`config.mk`:
```
export PLATFORM = sky130hd
export DESIGN_NAME = uart_bus_master
export DESIGN_NICKNAME = d
export VERILOG_FILES = /design/src/rtl/uart_bus_master.sv
export SDC_FILE = /design/constraint.sdc
export NUM_CORES = 1
export LEC_CHECK = 0
export BUFFER_PORTS_ARGS = -buffer_cell sky130_fd_sc_hd__buf_2
export CAP_MARGIN = 15
export CORE_ASPECT_RATIO = 1.5
export CORE_MARGIN = 2
export CORE_UTILIZATION = 35
export DETAILED_ROUTE_END_ITERATION = 7
export MAX_ROUTING_LAYER = met4
export PLACE_DENSITY = 0.63
export SLEW_MARGIN = 20
export SYNTH_ARGS = -nofsm -noshare
export SYNTH_HDL_FRONTEND = slang
export SYNTH_SLANG_ARGS = --single-unit
export TNS_END_PERCENT = 5
```
`constraint.sdc`:
```
create_clock -name i_clk -period 2.5 [get_ports i_clk]
set_clock_uncertainty 0.15 [all_clocks]
set_input_delay 0 -clock i_clk [delete_from_list [all_inputs] [get_ports i_clk]]
set_output_delay 0 -clock i_clk [all_outputs]
set_load 0.01 [all_outputs]
```
`src/rtl/uart_bus_master.sv`:
```
// UART debug initiator: 'W' ADDR DATA and 'R' ADDR commands drive single cycles on the 8-bit peripheral bus.
// Build with UART_BUS_MASTER_WRITE_ACK_EN defined to have writes answered with a 'K' byte.
module uart_bus_master #(
    parameter int CLKS_PER_BIT = 104
) (
    input  logic       i_clk,
    input  logic       rst,
    input  logic       i_uart_rx,
    output logic       o_uart_tx,
    input  logic [7:0] i_peripDataToCPU,
    output logic [7:0] o_peripAddr,
    output logic [7:0] o_peripDataFromCPU,
    output logic       o_peripWrSig,
    output logic       o_peripRdSig,
    output logic       o_busy
);
    localparam int CW = $clog2(CLKS_PER_BIT);
    localparam logic [CW-1:0] LAST = CW'(CLKS_PER_BIT - 1);
    localparam logic [CW-1:0] HALF = CW'(CLKS_PER_BIT / 2 - 1);

    typedef enum logic [1:0] {RX_IDLE, RX_START, RX_DATA, RX_STOP} rx_state_t;
    typedef enum logic [1:0] {TX_IDLE, TX_START, TX_DATA, TX_STOP} tx_state_t;
    typedef enum logic [3:0] {
        S_IDLE, S_GET_WADDR, S_GET_WDATA, S_BUS_WR, S_ACK, S_GET_RADDR,
        S_BUS_RD, S_RD_WAIT, S_RD_CAP, S_SEND, S_SEND_WAIT
    } state_t;

    rx_state_t       rx_state;
    logic            rx_s1, rx_s2, rx_s3;
    logic [CW-1:0]   rx_cnt;
    logic [2:0]      rx_bit;
    logic [7:0]      rx_byte;
    logic            rx_valid;

    tx_state_t       tx_state;
    logic [CW-1:0]   tx_cnt;
    logic [2:0]      tx_bit;
    logic [7:0]      tx_shreg;
    logic [7:0]      tx_byte;
    logic            tx_load;
    logic            tx_done;

    state_t          state, state_nxt;

    // RX: rx_s3 is only used to see the falling edge that opens a frame
    always_ff @(posedge i_clk or posedge rst) begin
        if (rst) begin
            rx_s1    <= 1'b1;
            rx_s2    <= 1'b1;
            rx_s3    <= 1'b1;
            rx_state <= RX_IDLE;
            rx_cnt   <= '0;
            rx_bit   <= '0;
            rx_byte  <= '0;
            rx_valid <= 1'b0;
        end else begin
            rx_s1    <= i_uart_rx;
            rx_s2    <= rx_s1;
            rx_s3    <= rx_s2;
            rx_valid <= 1'b0;
            case (rx_state)
                RX_IDLE: begin
                    if (rx_s3 && !rx_s2) begin
                        rx_state <= RX_START;
                        rx_cnt   <= '0;
                    end
                end
                RX_START: begin
                    if (rx_cnt == HALF) begin
                        rx_cnt   <= '0;
                        rx_bit   <= '0;
                        rx_state <= rx_s2 ? RX_IDLE : RX_DATA;
                    end else begin
                        rx_cnt <= rx_cnt + 1'b1;
                    end
                end
                RX_DATA: begin
                    if (rx_cnt == LAST) begin
                        rx_cnt  <= '0;
                        rx_byte <= {rx_s2, rx_byte[7:1]};
                        rx_bit  <= rx_bit + 1'b1;
                        if (rx_bit == 3'd7)
                            rx_state <= RX_STOP;
                    end else begin
                        rx_cnt <= rx_cnt + 1'b1;
                    end
                end
                RX_STOP: begin
                    if (rx_cnt == LAST) begin
                        rx_state <= RX_IDLE;
                        rx_valid <= rx_s2;
                    end else begin
                        rx_cnt <= rx_cnt + 1'b1;
                    end
                end
                default: rx_state <= RX_IDLE;
            endcase
        end
    end

    always_ff @(posedge i_clk or posedge rst) begin
        if (rst) begin
            tx_state  <= TX_IDLE;
            tx_cnt    <= '0;
            tx_bit    <= '0;
            tx_shreg  <= '0;
            o_uart_tx <= 1'b1;
            tx_done   <= 1'b0;
        end else begin
            tx_done <= 1'b0;
            case (tx_state)
                TX_IDLE: begin
                    if (tx_load) begin
                        tx_shreg  <= tx_byte;
                        o_uart_tx <= 1'b0;
                        tx_cnt    <= '0;
                        tx_state  <= TX_START;
                    end
                end
                TX_START: begin
                    if (tx_cnt == LAST) begin
                        tx_cnt    <= '0;
                        tx_bit    <= '0;
                        o_uart_tx <= tx_shreg[0];
                        tx_state  <= TX_DATA;
                    end else begin
                        tx_cnt <= tx_cnt + 1'b1;
                    end
                end
                TX_DATA: begin
                    if (tx_cnt == LAST) begin
                        tx_cnt <= '0;
                        if (tx_bit == 3'd7) begin
                            o_uart_tx <= 1'b1;
                            tx_state  <= TX_STOP;
                        end else begin
                            o_uart_tx <= tx_shreg[1];
                            tx_shreg  <= {1'b0, tx_shreg[7:1]};
                            tx_bit    <= tx_bit + 1'b1;
                        end
                    end else begin
                        tx_cnt <= tx_cnt + 1'b1;
                    end
                end
                TX_STOP: begin
                    if (tx_cnt == LAST) begin
                        tx_state <= TX_IDLE;
                        tx_done  <= 1'b1;
                    end else begin
                        tx_cnt <= tx_cnt + 1'b1;
                    end
                end
                default: tx_state <= TX_IDLE;
            endcase
        end
    end

    always_ff @(posedge i_clk or posedge rst) begin
        if (rst)
            state <= S_IDLE;
        else
            state <= state_nxt;
    end

    // Bytes arriving outside IDLE/GET_* fall through the default hold and are lost
    always_comb begin
        state_nxt    = state;
        o_peripWrSig = 1'b0;
        o_peripRdSig = 1'b0;
        tx_load      = 1'b0;
        o_busy       = (state != S_IDLE);
        case (state)
            S_IDLE: begin
                if (rx_valid && rx_byte == 8'h57)
                    state_nxt = S_GET_WADDR;
                else if (rx_valid && rx_byte == 8'h52)
                    state_nxt = S_GET_RADDR;
            end
            S_GET_WADDR: if (rx_valid) state_nxt = S_GET_WDATA;
            S_GET_WDATA: if (rx_valid) state_nxt = S_BUS_WR;
            S_BUS_WR: begin
                o_peripWrSig = 1'b1;
`ifdef UART_BUS_MASTER_WRITE_ACK_EN
                state_nxt    = S_ACK;
`else
                state_nxt    = S_IDLE;
`endif
            end
            S_ACK:       state_nxt = S_SEND;
            S_GET_RADDR: if (rx_valid) state_nxt = S_BUS_RD;
            S_BUS_RD: begin
                o_peripRdSig = 1'b1;
                state_nxt    = S_RD_WAIT;
            end
            S_RD_WAIT:   state_nxt = S_RD_CAP;
            S_RD_CAP:    state_nxt = S_SEND;
            S_SEND: begin
                tx_load   = 1'b1;
                state_nxt = S_SEND_WAIT;
            end
            S_SEND_WAIT: if (tx_done) state_nxt = S_IDLE;
            default:     state_nxt = S_IDLE;
        endcase
    end

    always_ff @(posedge i_clk or posedge rst) begin
        if (rst) begin
            o_peripAddr        <= '0;
            o_peripDataFromCPU <= '0;
            tx_byte            <= '0;
        end else begin
            if (rx_valid && (state == S_GET_WADDR || state == S_GET_RADDR))
                o_peripAddr <= rx_byte;
            if (rx_valid && state == S_GET_WDATA)
                o_peripDataFromCPU <= rx_byte;
            if (state == S_RD_CAP)
                tx_byte <= i_peripDataToCPU;
            if (state == S_ACK)
                tx_byte <= 8'h4B;
        end
    end
endmodule
```
# After elaboration in Yosys (flattened, before gate mapping)
# Cells that the tools add are included.
[word_totals] inputBits=11 out_inout_bits=20 reg_bits=74 word_cells=145
[classes] addsub=4 n_reduce_logical=28 n_eq_ne=41 mux=54
[op_table] operator="$mux W7" n=7
[op_table] operator="$mux W8" n=5
[op_table] operator="$pmux W4 S9" n=1
[op_table] operator="$ne A2 B2 Y1 const B" n=17
[op_table] operator="$pmux W7 S4" n=1
[op_table] operator="$mux W4" n=6
[op_table] operator="$mux W2" n=11
[op_table] operator="$pmux W7 S3" n=1
[op_table] operator="$eq A4 B3 Y1 const B" n=4
[op_table] operator="$eq A8 B7 Y1 const B" n=2
[op_table] operator="$pmux W2 S4" n=2
[op_table] operator="$pmux W8 S2" n=1
[op_table] operator="$mux W3" n=5
[op_table] operator="$reduce_and A5 Y1" n=3
[op_table] operator="$add A7 B1 Y7 const B" n=2
[op_table] operator="$eq A7 B7 Y1 const B" n=2
[op_table] operator="$eq A4 B4 Y1 const B" n=3
[op_table] operator="$pmux W3 S2" n=2
[op_table] operator="$reduce_and A4 Y1" n=3
[op_table] operator="$mux W1" n=11
[op_table] operator="$eq A2 B2 Y1 const B" n=4
[op_table] operator="$eq A4 B2 Y1 const B" n=2
[op_table] operator="$reduce_bool A2 Y1" n=4
[op_table] operator="$eq A7 B6 Y1 const B" n=1
[op_table] operator="16 further kinds" n=27

# Depth between registers and ports, before layout
[logic_depth] ltp_word=5 ltp_mapped=7 ltp_nobuf=6

# Worst setup path before layout
# No wires, ideal clock.
[synth_timing] kind="flip-flop to flip-flop" startpoint="reg tx_state[0]" endpoint="reg tx_shreg[0]" period_less_slack_ps=2106 required_time_ps=2225 setup_time_ps=125 path_stages_with_launch=7 path_buffers=2 t_arrival_ps=1831 path_slack_ps=394 path_cell_list="dfrtp_1 > inv_1 > ha_1 > clkbuf_1 > clkbuf_1 > mux2_2 > mux2_4"
[synth_between] elab_chain_len=3 word_cells_on_any_way=8 classes_between="eq/ne (4); mux (1); reduce/logical (3)"
[synth_rtl] element="start: declaration" line_no="35" text="tx_state_t tx_state;"
[synth_rtl] element="start signal: assignment" line_no="103" text="tx_state <= TX_IDLE;"
[synth_rtl] element="start signal: assignment" line_no="117" text="tx_state <= TX_START;"
[synth_rtl] element="start signal: assignment" line_no="125" text="tx_state <= TX_DATA;"
[synth_rtl] element="$eq A2 B2 Y1 / $logic_not A2 Y1 (equally long branches)" line_no="111" text="case (tx_state)"
[synth_rtl] element="$ne A2 B2 Y1 (no source line) / $reduce_bool A2 Y1 (equally long branches)"
[synth_rtl] element="$reduce_and A4 Y1 (no source line)"
[synth_rtl] element="end signal: assignment" line_no="114" text="tx_shreg <= tx_byte;"
[synth_rtl] element="end signal: assignment" line_no="138" text="tx_shreg <= {1'b0, tx_shreg[7:1]};"
[synth_rtl] element="end: declaration" line_no="38" text="logic [7:0] tx_shreg;"
# Several ways; a longest one is shown, not always the timed one.
# A chain may end at the register's enable or synchronous reset.

# Worst setup path after layout
[layout_timing] startpoint="reg rx_cnt[1]" endpoint="reg rx_byte[1]"
[layout_between] elab_chain_len=2
[layout_rtl] element="start: declaration" line_no="30" text="logic [CW-1:0] rx_cnt;"
[layout_rtl] element="start signal: assignment" line_no="74" text="rx_cnt <= rx_cnt + 1'b1;"
[layout_rtl] element="start signal: assignment" line_no="85" text="rx_cnt <= rx_cnt + 1'b1;"
[layout_rtl] element="start signal: assignment" line_no="93" text="rx_cnt <= rx_cnt + 1'b1;"
[layout_rtl] element="$eq A7 B7 Y1" line_no="78" text="if (rx_cnt == LAST) begin"
[layout_rtl] element="$reduce_and A2 Y1 (no source line)"
[layout_rtl] element="end signal: assignment" line_no="80" text="rx_byte <= {rx_s2, rx_byte[7:1]};"
[layout_rtl] element="end: declaration" line_no="32" text="logic [7:0] rx_byte;"
# No other way between the ends.

==> results.md <==
- Final Hold Viols: 0
- GP Congestion: 0.8422
- Post-DP HPWL: 5916 um
- Crit path kind: reg2reg
- CTS buffer count: 9
- IO Pins: 31
- Worst-path fanout max: 11
- Synth Register Bits: 74
- Hold WC Path Type: in2reg
- Synth Area in Simple Gates: 0.1551
- Ys flop type: dfrtp_1
- Worst-path clk slew: 0.05 ns
- H-tree depth: 3
- DP Cell Count: 511
- CTS tree: yes
- Area growth syn-to-layout: 19.08%
- Multiplexer area fraction after synthesis: 0.1295
- I/O Buffers: 30
- Vias/cell: 5.346
- Filler cells: 1019
- Post-synthesis adder-cell area fraction: 0.03894
- Peak supply drop: 0.2289 mV
- Register Area: 0.001857 mm^2
- Min Tclk post-route: 2.163 ns
- Largest family of logic cells by synthesized area: simple AND/OR/NAND/NOR gates
- Synth warnings: 0
- Hold_buf cts: 10
- Area occupied by multi-input gates: 0.001881 mm^2
- Die Y: 132.6 um
- Post-synth EDFFs: 0
- LEAKAGE: 0.002153 uW
- Die width: 89.71 um
- Post-synth cell types: 65
- Post-CTS Setup Bufs: 0
- Post-route ant nets: 0
- Share of cells above drive strength 1: 0.2926
- Net Count, Synth: 367
- Routed len/inst: 15.50 um
- Clk root buf: clkbuf_16
- Initial Utilization: 0.3622
- Largest net degree at the start of global routing: 44
- XOR/XNOR share of the synthesized area: 0.009085
- Pre-antenna DRT Iters: 4
- Mean post-synth cell area: 11.21 um^2
- Max-Slew Margin vs Limit: 0.5271
- Clock Latency Late Sink: 0.34 ns
- # rows: 46
- Status: complete, no violations
- Final period utilization: 0.8653
- Placed Instance Area: 0.004174 mm^2
- Clock Path Buffers: 2
- Core Region: 0.01065 mm^2
- Vias in the first global route: 2916
- Crit start category: flip-flop
- Max-slew violation count: 0
- Post-CTS Resized: 0
- Post-Synthesis Cells: 344
- Die area: 0.01189 mm^2
- First-pass GRT wire length: 14210 um
- CTS Sinks: 74
- Fin area: 0.004592 mm^2
- Final Power: 3000 uW
- Crit path capture type: flip-flop
- GRT Residual Overflow: 0
- Final worst slack: 0.3367 ns
- PwrDens: 653.2 mW/mm^2
- Synth async-reset ratio: 1.000
- Final nets: 411
- Max Cap Viol: 0
- DRT iter0 DRCs: 163
- ANT cells: 0
- CP arrival: 2.23 ns
- Pre-CTS setup slack: 0.3627 ns
- Worst-margin pin slew: 0.7083 ns
- Drt total wl: 8322 um
- Complex-gate fraction of the synthesized area: 0.1551
- FMAX: 462.3 MHz
- Residual DRC: 0
- Final Instance Count excl. Fillers: 537
- Antenna violations before repair: 0
- Count of final setup violators: 0
- Via count: 2871
- CP required: 2.57 ns
- Register area share after synthesis: 0.4815
- Synth Cell Area: 0.003856 mm^2
- Gr usage total: 0.1529
- Setup TNS: 0 ns
- RSZ-0062 raised after global routing: no
[logic make-up (layout without fill, tap and decap cells)]
logic type	Yosys count	in the layout
fa+ha+maj	12	12
mux	42	42
buf+inv	26	75
compound gates	87	87
xor+xnor	4	4
simple gates	99	99
flops	74	74
[worst max-delay path, stage by stage (launching register included)]
cell	delay (ns)
dfrtp_1	0.36
ha_1	0.28
nand2b_1	0.15
nor3_2	0.27
and2_1	0.44
mux2_2	0.39
[cells in the final DEF (no fill, tap or decap), types with 10 or more instances in the layout]
cell type / n
a21oi_1: 18
dfrtp_1: 70
nor2_1: 20
dlygate4sd3_1: 10
buf_2: 30
o21ai_0: 18
o22a_1: 10
inv_1: 12
nand2_1: 19
ha_1: 12
mux2_2: 35
[flip-flops by register name (all words and copies together) (netlist names), named ones only]
name                count
rx_bit                  3
tx_bit                  3
state                   4
tx_state                2
rx_cnt                  7
o_peripAddr             8
tx_done                 1
tx_shreg                8
o_uart_tx               1
rx_s1                   1
rx_valid                1
tx_byte                 8
rx_s3                   1
rx_s2                   1
rx_state                1
tx_cnt                  7
rx_byte                 8
o_peripDataFromCPU      8
[layout make-up]
class	instances	area share
well taps	144	0.03924
clock buffers	15	0.06267
flip-flops and latches	74	0.4044
inverters	13	0.01063
clock inverters	1	0.006540
multi-input cells	244	0.4095
repair buffers	46	0.06703
[through the flow]
stage	utilization	hold WS, ns
final	0.4313	0.1626
after global routing	0.4313	0.1812
after CTS	0.4313	0.1589
after detailed placement	0.3920	-0.04149
after global placement	0.3920	-0.04165
after floorplan	-	-0.1455
[layer usage]
metal  vias up  global-route usage  part of all wire  wire, um
met4         0             0.06752             0.018       151
met3        11             0.03588             0.037       306
met1      1429              0.1719              0.43      3581
met2        60              0.2593              0.51      4282
li1       1371                   -                 -         -
met5         -                   -                 0         0
[where the power goes]
| part | switching, uW | internal (uW) |
|---|---|---|
| logic | 157 | 128 |
| registers | 103 | 1260 |
| clock network | 473 | 882 |
| total | 733 | 2270 |
[cells in the mapped netlist (2+ instances only)]
library cell,instances,share of area
a211oi_1,3,0.0058
a21o_1,2,0.0039
a21oi_1,18,0.023
a22o_1,7,0.016
a22oi_1,6,0.012
a311oi_1,2,0.0045
a31oi_1,3,0.0049
and2_1,3,0.0049
and3_1,2,0.0032
and3_2,3,0.0058
and4b_4,2,0.0071
and4bb_2,2,0.0065
buf_2,2,0.0026
buf_6,2,0.0058
clkbuf_1,7,0.0068
dfrtp_1,70,0.45
dfstp_2,4,0.027
ha_1,12,0.039
inv_1,13,0.013
mux2_2,35,0.10
mux2_4,7,0.027
nand2_1,19,0.018
nand2b_1,5,0.0081
nand3_1,8,0.010
nand4_1,2,0.0032
nand4b_1,3,0.0068
nor2_1,20,0.019
nor3_1,6,0.0078
nor4_1,3,0.0049
o211ai_1,2,0.0039
o21ai_0,18,0.023
o21bai_1,2,0.0039
o22a_1,10,0.023
o22ai_1,2,0.0032
o31ai_1,3,0.0058
o32ai_1,2,0.0045
or2_2,2,0.0032
or3_1,2,0.0032
or4_1,2,0.0039
xor2_1,3,0.0068
[final timing paths]
kind	startpoint	end	slack (ns)	depth (start not counted)
setup / recovery	rx_cnt[1]	rx_byte[1]	0.34	5
hold / removal	i_uart_rx	rx_s1	0.16	2
setup reg to reg	rx_cnt[1]	rx_byte[1]	0.34	5
hold reg to reg	rx_s1	rx_s2	0.20	0
max in group asynchronous	rst	rx_s1	1.29	4
min in group asynchronous	rst	o_peripAddr[3]	0.17	3
No activity file was read; power rests on OpenSTA's default activity.
